**src/rtl/data_ram_arbiter_pkg.sv**
```systemverilog
`default_nettype none
// ============================================================================
// Module   : data_ram_arbiter_pkg
// Purpose  : Shared types and constants for the data RAM port-A arbiter:
//            FSM state encoding, owner codes, RAM data width.
// Revision : 1.0 - initial release
// ============================================================================
package data_ram_arbiter_pkg;

  // RAM data width
  localparam int DATA_W = 32;

  // Arbiter states; values double as the owner code
  typedef enum logic [1:0] {
    ST_IDLE = 2'd0,
    ST_OWN0 = 2'd1,
    ST_OWN1 = 2'd2
  } arb_state_t;

  // Owner codes presented on the owner output
  localparam logic [1:0] OWNER_IDLE = 2'd0;
  localparam logic [1:0] OWNER_M0   = 2'd1;
  localparam logic [1:0] OWNER_M1   = 2'd2;

  // Map an arbiter state onto its owner code
  function automatic logic [1:0] owner_code(input arb_state_t s);
    case (s)
      ST_OWN0: owner_code = OWNER_M0;
      ST_OWN1: owner_code = OWNER_M1;
      default: owner_code = OWNER_IDLE;
    endcase
  endfunction

endpackage
`default_nettype wire

```
**src/rtl/data_ram_arbiter_sat_counter.sv**
```systemverilog
`default_nettype none
// ============================================================================
// Module   : arb_sat_counter
// Purpose  : 32-bit saturating event counter with increment enable, used for
//            the arbiter statistics. Only compiled when ARB_STATS_EN is
//            defined, so a default build carries no unused module.
// Revision : 1.0 - initial release
// ============================================================================
`ifdef ARB_STATS_EN
module arb_sat_counter
  import data_ram_arbiter_pkg::*;
(
  input  logic              clk,
  input  logic              resetn,
  input  logic              i_inc,
  output logic [DATA_W-1:0] o_count
);

  logic [DATA_W-1:0] r_count;

  // Count enabled events, sticking at all-ones
  always_ff @(posedge clk or negedge resetn) begin
    if (!resetn) begin
      r_count <= '0;
    end else if (i_inc && (r_count != '1)) begin
      r_count <= r_count + DATA_W'(1);
    end
  end

  assign o_count = r_count;

endmodule
`endif
`default_nettype wire

```
**src/rtl/data_ram_arbiter.sv**
```systemverilog
`default_nettype none
// ============================================================================
// Module   : data_ram_arbiter
// Purpose  : Round-robin arbiter sharing data RAM port A between M0 (datapath)
//            and M1 (debug/LCD). Supports locked bursts bounded by MAX_BURST
//            while the other master waits, byte-to-word address translation
//            and one-cycle read return with a valid strobe.
// Options  : ARB_STATS_EN - enables the stat_gnt0/stat_gnt1/stat_wait
//            saturating counters; otherwise the stat outputs are tied to 0.
// Revision : 1.0 - initial release
// ============================================================================
module data_ram_arbiter
  import data_ram_arbiter_pkg::*;
#(
  parameter int ADDR_W    = 8,
  parameter int MAX_BURST = 4
) (
  input  logic              clk,
  input  logic              resetn,
  // master 0
  input  logic              m0_req,
  input  logic              m0_lock,
  input  logic [3:0]        m0_wen,
  input  logic [31:0]       m0_addr,
  input  logic [DATA_W-1:0] m0_wdata,
  output logic              m0_gnt,
  output logic              m0_rvalid,
  output logic [DATA_W-1:0] m0_rdata,
  // master 1
  input  logic              m1_req,
  input  logic              m1_lock,
  input  logic [3:0]        m1_wen,
  input  logic [31:0]       m1_addr,
  input  logic [DATA_W-1:0] m1_wdata,
  output logic              m1_gnt,
  output logic              m1_rvalid,
  output logic [DATA_W-1:0] m1_rdata,
  // RAM port A
  output logic [3:0]        ram_wea,
  output logic [ADDR_W-1:0] ram_addra,
  output logic [DATA_W-1:0] ram_dina,
  input  logic [DATA_W-1:0] ram_douta,
  // status
  output logic [1:0]        owner,
  output logic [31:0]       stat_gnt0,
  output logic [31:0]       stat_gnt1,
  output logic [31:0]       stat_wait
);

  localparam int                BEAT_W    = $clog2(MAX_BURST);
  localparam logic [BEAT_W-1:0] BEAT_LAST = BEAT_W'(MAX_BURST - 1);
  localparam logic [BEAT_W-1:0] BEAT_ONE  = BEAT_W'(1);

  arb_state_t        r_state;
  logic              r_rr_ptr;
  logic [BEAT_W-1:0] r_beat_cnt;
  logic [1:0]        r_rd_pend;
  logic [ADDR_W-1:0] r_last_addr;
  logic [DATA_W-1:0] r_last_din;

  logic              w_gnt0;
  logic              w_gnt1;
  logic              w_xfer0;
  logic              w_xfer1;
  logic              w_rd0;
  logic              w_rd1;
  logic [ADDR_W-1:0] w_waddr0;
  logic [ADDR_W-1:0] w_waddr1;

  // Byte address bits outside the word-address window are intentionally unused
  logic w_unused_addr;
  assign w_unused_addr = ^{m0_addr[1:0], m0_addr[31:ADDR_W+2],
                           m1_addr[1:0], m1_addr[31:ADDR_W+2]};

  assign w_waddr0 = m0_addr[ADDR_W+1:2];
  assign w_waddr1 = m1_addr[ADDR_W+1:2];

  // Grant decode: round-robin in IDLE, exclusive to the owner in OWNx.
  // Gated by resetn so grants drop the instant reset is asserted.
  always_comb begin
    w_gnt0 = 1'b0;
    w_gnt1 = 1'b0;
    if (resetn) begin
      case (r_state)
        ST_IDLE: begin
          w_gnt0 = m0_req && (!m1_req || !r_rr_ptr);
          w_gnt1 = m1_req && (!m0_req ||  r_rr_ptr);
        end
        ST_OWN0: w_gnt0 = m0_req;
        ST_OWN1: w_gnt1 = m1_req;
        default: begin
          w_gnt0 = 1'b0;
          w_gnt1 = 1'b0;
        end
      endcase
    end
  end

  assign m0_gnt  = w_gnt0;
  assign m1_gnt  = w_gnt1;
  assign w_xfer0 = m0_req && w_gnt0;
  assign w_xfer1 = m1_req && w_gnt1;
  assign w_rd0   = w_xfer0 && (m0_wen == 4'b0000);
  assign w_rd1   = w_xfer1 && (m1_wen == 4'b0000);

  // Ownership FSM with round-robin pointer and bounded burst counter
  always_ff @(posedge clk or negedge resetn) begin
    if (!resetn) begin
      r_state    <= ST_IDLE;
      r_rr_ptr   <= 1'b0;
      r_beat_cnt <= '0;
    end else begin
      case (r_state)
        ST_IDLE: begin
          if (w_xfer0) begin
            r_rr_ptr <= 1'b1;
            if (m0_lock) begin
              r_state    <= ST_OWN0;
              r_beat_cnt <= BEAT_ONE;
            end
          end else if (w_xfer1) begin
            r_rr_ptr <= 1'b0;
            if (m1_lock) begin
              r_state    <= ST_OWN1;
              r_beat_cnt <= BEAT_ONE;
            end
          end
        end
        ST_OWN0: begin
          if (w_xfer0) begin
            r_rr_ptr <= 1'b1;
            if (!m0_lock || ((r_beat_cnt == BEAT_LAST) && m1_req)) begin
              r_state    <= ST_IDLE;
              r_beat_cnt <= '0;
            end else if (r_beat_cnt != BEAT_LAST) begin
              r_beat_cnt <= r_beat_cnt + BEAT_ONE;
            end
          end else begin
            // owner dropped its request: release the port
            r_state    <= ST_IDLE;
            r_beat_cnt <= '0;
          end
        end
        ST_OWN1: begin
          if (w_xfer1) begin
            r_rr_ptr <= 1'b0;
            if (!m1_lock || ((r_beat_cnt == BEAT_LAST) && m0_req)) begin
              r_state    <= ST_IDLE;
              r_beat_cnt <= '0;
            end else if (r_beat_cnt != BEAT_LAST) begin
              r_beat_cnt <= r_beat_cnt + BEAT_ONE;
            end
          end else begin
            r_state    <= ST_IDLE;
            r_beat_cnt <= '0;
          end
        end
        default: begin
          r_state    <= ST_IDLE;
          r_beat_cnt <= '0;
        end
      endcase
    end
  end

  // RAM port A mux; when nothing is granted keep address/data stable, no write
  always_comb begin
    ram_wea   = 4'b0000;
    ram_addra = r_last_addr;
    ram_dina  = r_last_din;
    if (w_gnt0) begin
      ram_wea   = m0_wen;
      ram_addra = w_waddr0;
      ram_dina  = m0_wdata;
    end else if (w_gnt1) begin
      ram_wea   = m1_wen;
      ram_addra = w_waddr1;
      ram_dina  = m1_wdata;
    end
  end

  // Remember the last granted address/data for the idle hold value
  always_ff @(posedge clk or negedge resetn) begin
    if (!resetn) begin
      r_last_addr <= '0;
      r_last_din  <= '0;
    end else if (w_xfer0) begin
      r_last_addr <= w_waddr0;
      r_last_din  <= m0_wdata;
    end else if (w_xfer1) begin
      r_last_addr <= w_waddr1;
      r_last_din  <= m1_wdata;
    end
  end

  // Track which master's read data appears on ram_douta next cycle
  always_ff @(posedge clk or negedge resetn) begin
    if (!resetn) begin
      r_rd_pend <= 2'b00;
    end else begin
      r_rd_pend <= {w_rd1, w_rd0};
    end
  end

  assign m0_rvalid = r_rd_pend[0];
  assign m1_rvalid = r_rd_pend[1];
  assign m0_rdata  = r_rd_pend[0] ? ram_douta : '0;
  assign m1_rdata  = r_rd_pend[1] ? ram_douta : '0;
  assign owner     = owner_code(r_state);

`ifdef ARB_STATS_EN
  // A cycle counts as waiting when any requester is left without a grant
  logic w_wait;
  assign w_wait = (m0_req && !w_gnt0) || (m1_req && !w_gnt1);

  arb_sat_counter u_stat_gnt0 (
    .clk     (clk),
    .resetn  (resetn),
    .i_inc   (w_xfer0),
    .o_count (stat_gnt0)
  );

  arb_sat_counter u_stat_gnt1 (
    .clk     (clk),
    .resetn  (resetn),
    .i_inc   (w_xfer1),
    .o_count (stat_gnt1)
  );

  arb_sat_counter u_stat_wait (
    .clk     (clk),
    .resetn  (resetn),
    .i_inc   (w_wait),
    .o_count (stat_wait)
  );
`else
  assign stat_gnt0 = '0;
  assign stat_gnt1 = '0;
  assign stat_wait = '0;
`endif

endmodule
`default_nettype wire
```
**config.mk**
```make
export PLATFORM = sky130hd
export DESIGN_NAME = data_ram_arbiter
export DESIGN_NICKNAME = d
export VERILOG_FILES = /design/src/rtl/data_ram_arbiter_pkg.sv /design/src/rtl/data_ram_arbiter_sat_counter.sv /design/src/rtl/data_ram_arbiter.sv
export SDC_FILE = /design/constraint.sdc
export NUM_CORES = 1
export LEC_CHECK = 0
export CAP_MARGIN = 20
export CORE_AREA = 2 2 150 152
export CTS_BUF_LIST = sky130_fd_sc_hd__clkbuf_8
export CTS_CLUSTER_DIAMETER = 30
export DETAILED_ROUTE_END_ITERATION = 8
export DIE_AREA = 0 0 152 154
export HOLD_SLACK_MARGIN = 0.08
export SETUP_SLACK_MARGIN = 0.3
export SYNTH_ARGS = -nofsm -noshare
export SYNTH_HDL_FRONTEND = slang
export SYNTH_SLANG_ARGS = --single-unit
```
**constraint.sdc**
```tcl
create_clock -name clk -period 2.41 [get_ports clk]
set_input_delay 0.3615 -clock clk [delete_from_list [all_inputs] [get_ports clk]]
set_output_delay 0.3615 -clock clk [all_outputs]
set_load 0.01 [all_outputs]
```
==> results.tsv <==
metric	value	unit
status	complete, but fails checks	
failing checks	setup timing	
vias in the first global route	3859	
initial antenna violation count	0	
DP Worst Slack	-0.4629	ns
CP endpoint kind	output port	
All-Layer GR Usage	10.81	%
sequential fraction of the synthesis area	31.20	%
worst-path fanout max	6	
Least-Margin Pin Slew	0.6275	ns
num ports	384	
Min Hold Slack	0.1779	ns
setup_tns	-1.766	ns
RD Place Congestion	0.7608	
CTS Buf Count	5	
final WL	14270	um
Worst EP arrival	2.16	ns
Ant. Diodes	0	
clock-pin slew on the worst setup and hold paths	0.10	ns
PwrDens	925.0	nW/um^2
final hold violation count	0	
Starting Density	17.38	%
Synth cell types	34	
largest net degree at the start of global routing	46	
Tmin final	2.523	ns
Net count, final	932	
initial drt markers	123	
layout cells sized above 1	30.32	%
H-tree depth	2	
VDD IR max	482.6	uV
Critical Path RT	2.05	ns
min-delay worst type	in -> async	
Vias/cell	3.887	
Slew Limit Fails	0	
fill count	2245	
post-route antenna net violation count	0	
residual DRC count	0	
hpwl dp	10310	um
Max Cap Viol	0	
Startpoint Class	flip-flop	
Core Rows	54	
die width	152	um
skew final	0.01648	ns
yosys warns	0	
critical path type	reg -> out	
RSZ-0062 raised after global routing	true	
Worst-Skew Late Latency	0.32	ns
Yosys reg bits	47	
die area	23410	um^2
drt first pass iters	4	
via count	4011	
Clock Path Buffers	2	
min setup slack post-route	-0.1129	ns
die height	154	um
fin crit share	104.7	%
CTS root buf	clkbuf_8	
grt ovf	0	
WL per Instance	13.82	um
average size of a mapped cell	8.453	um^2
area delta synth->final	102.1	%
CTS sink cnt	47	
setup violators final	30	
relative slew slack	58.16	%
Cells after Synth	446	
Port Buf Inserts	239	
fmax	0.3964	GHz
CTS tree	yes	
Mapped Area	3770	um^2
first-pass GRT wire length	20180	um
Pleak	3.284	nW
CORE AREA	21690	um^2
-- cell usage after synthesis, drive strengths merged --
| master | count | area, um^2 |
|---|---|---|
| dfrtp | 47 | 1176 |
| mux2i | 41 | 410.4 |
| and3 | 1 | 6.260 |
| clkbuf | 14 | 52.55 |
| inv | 4 | 15.01 |
| o21ai | 82 | 410.4 |
| nand2b | 1 | 6.260 |
| nor3 | 4 | 25.02 |
| a31o | 1 | 8.760 |
| nand2 | 44 | 165.2 |
| buf | 106 | 788.3 |
| a31oi | 3 | 18.77 |
| conb | 1 | 3.750 |
| a311o | 1 | 10.01 |
| o22ai | 1 | 6.260 |
| o2bb2ai | 1 | 8.760 |
| nor2 | 4 | 25.03 |
| a21oi | 3 | 18.77 |
| o2bb2a | 1 | 10.01 |
| and2 | 64 | 400.4 |
| ha | 7 | 87.58 |
| a32o | 1 | 10.01 |
| or2b | 1 | 7.510 |
| a22o | 6 | 52.55 |
| nor2b | 1 | 6.260 |
| or4 | 2 | 15.01 |
| nand3 | 4 | 25.02 |
-- timing repair --
item                                    CTS  global route
hold buffers                              1             0
pin swaps                                10            20
hold endpoints to repair                  2             0
cloned                                    3             6
endpoints found under the setup margin   48            49
setup buffers                            15            15
gates resized for setup                 273           112
-- area by class of cell --
type                       count  area [um^2]  share of cell area [%]
timing repair buffer         323         3242                   42.56
multi-input combinational    370         2710                   35.58
sequential                    47         1176                   15.44
tap                          280        350.3                   4.599
clock buffer                   6        82.58                   1.084
clock inverter                 2        38.79                  0.5092
inverter                       4        17.52                  0.2300
-- state kept, by name, summed over array words and instances, names as in the netlist --
signal / count
r_rd_pend: 2
r_rr_ptr: 1
r_beat_cnt: 2
r_last_din: 32
r_state: 2
r_last_addr: 8
-- routing by layer --
layer	part of all wire [%]	GRT usage, %
met5	0	0
met4	1.0	2.626
met3	9.8	4.228
met2	52	20.03
met1	37	11.48
-- kinds of logic (layout without fill, tap and decap cells) --
logic type      count (synthesis)  in the layout  share of synthesized area [%]
buf+inv                       124            335                          22.70
mux                            41             41                          10.89
fa+ha+maj                       7              7                          2.323
flops                          47             47                          31.20
simple gates                  126            126                          18.09
compound gates                100            100                          14.70
other cells                     1             96                        0.09947
-- critical path, stage by stage, from the launching register on --
cell	delay, ns
dfrtp_1	0.41
inv_2	0.14
buf_6	0.12
ha_4	0.14
a31oi_4	0.10
nor2_4	0.20
buf_12	0.17
clkbuf_16	0.17
clkbuf_16	0.15
nand2_4	0.05
o21ai_2	0.06
buf_2	0.15
-- power breakdown --
part	switching [W]	total (W)	internal (W)
registers	0.000224	0.00139	0.00117
clock network	0.000313	0.000655	0.000342
logic	0.00228	0.00500	0.00272
total	0.00281	0.00705	0.00423
-- final timing paths --
kind	startpoint	endpoint	slack, ns	cells past startpoint
min reg2reg	r_rr_ptr	r_rr_ptr	0.57	1
max in group asynchronous	resetn	r_state[0]	1.78	3
min	resetn	r_last_din[9]	0.18	2
max reg2reg	r_state[1]	r_last_din[20]	0.35	12
max	r_state[1]	ram_dina[29]	-0.11	11
min in group clk	resetn	r_rd_pend[0]	0.43	3
-- metrics by stage --
stage	instance area (um^2)	cells	utilization [%]	total power, W
global placement	6427	984	29.64	0.005042
finish	7617	1032	35.12	0.007046
global route	7617	1032	35.12	0.007526
floorplan	4133	541	-	0.003185
CTS	6989	1011	32.23	0.006283
detailed placement	6427	984	29.64	0.005058
-- cells in the final DEF, fill, tap and decap left out, types with 4 or more instances in the layout --
cell / instances
clkbuf_16: 6
buf_4: 44
ha_4: 4
mux2i_4: 21
mux2i_1: 14
nand2_2: 11
buf_6: 18
o21ai_1: 36
o21ai_2: 23
mux2i_2: 6
buf_2: 41
dfrtp_1: 47
buf_8: 6
buf_12: 11
clkdlybuf4s50_1: 190
buf_16: 4
conb_1: 96
and2_1: 64
nand2_4: 15
nand2_1: 18
clkbuf_8: 6
a22o_1: 5
o21ai_0: 22
No activity file was read; power rests on OpenSTA's default activity.
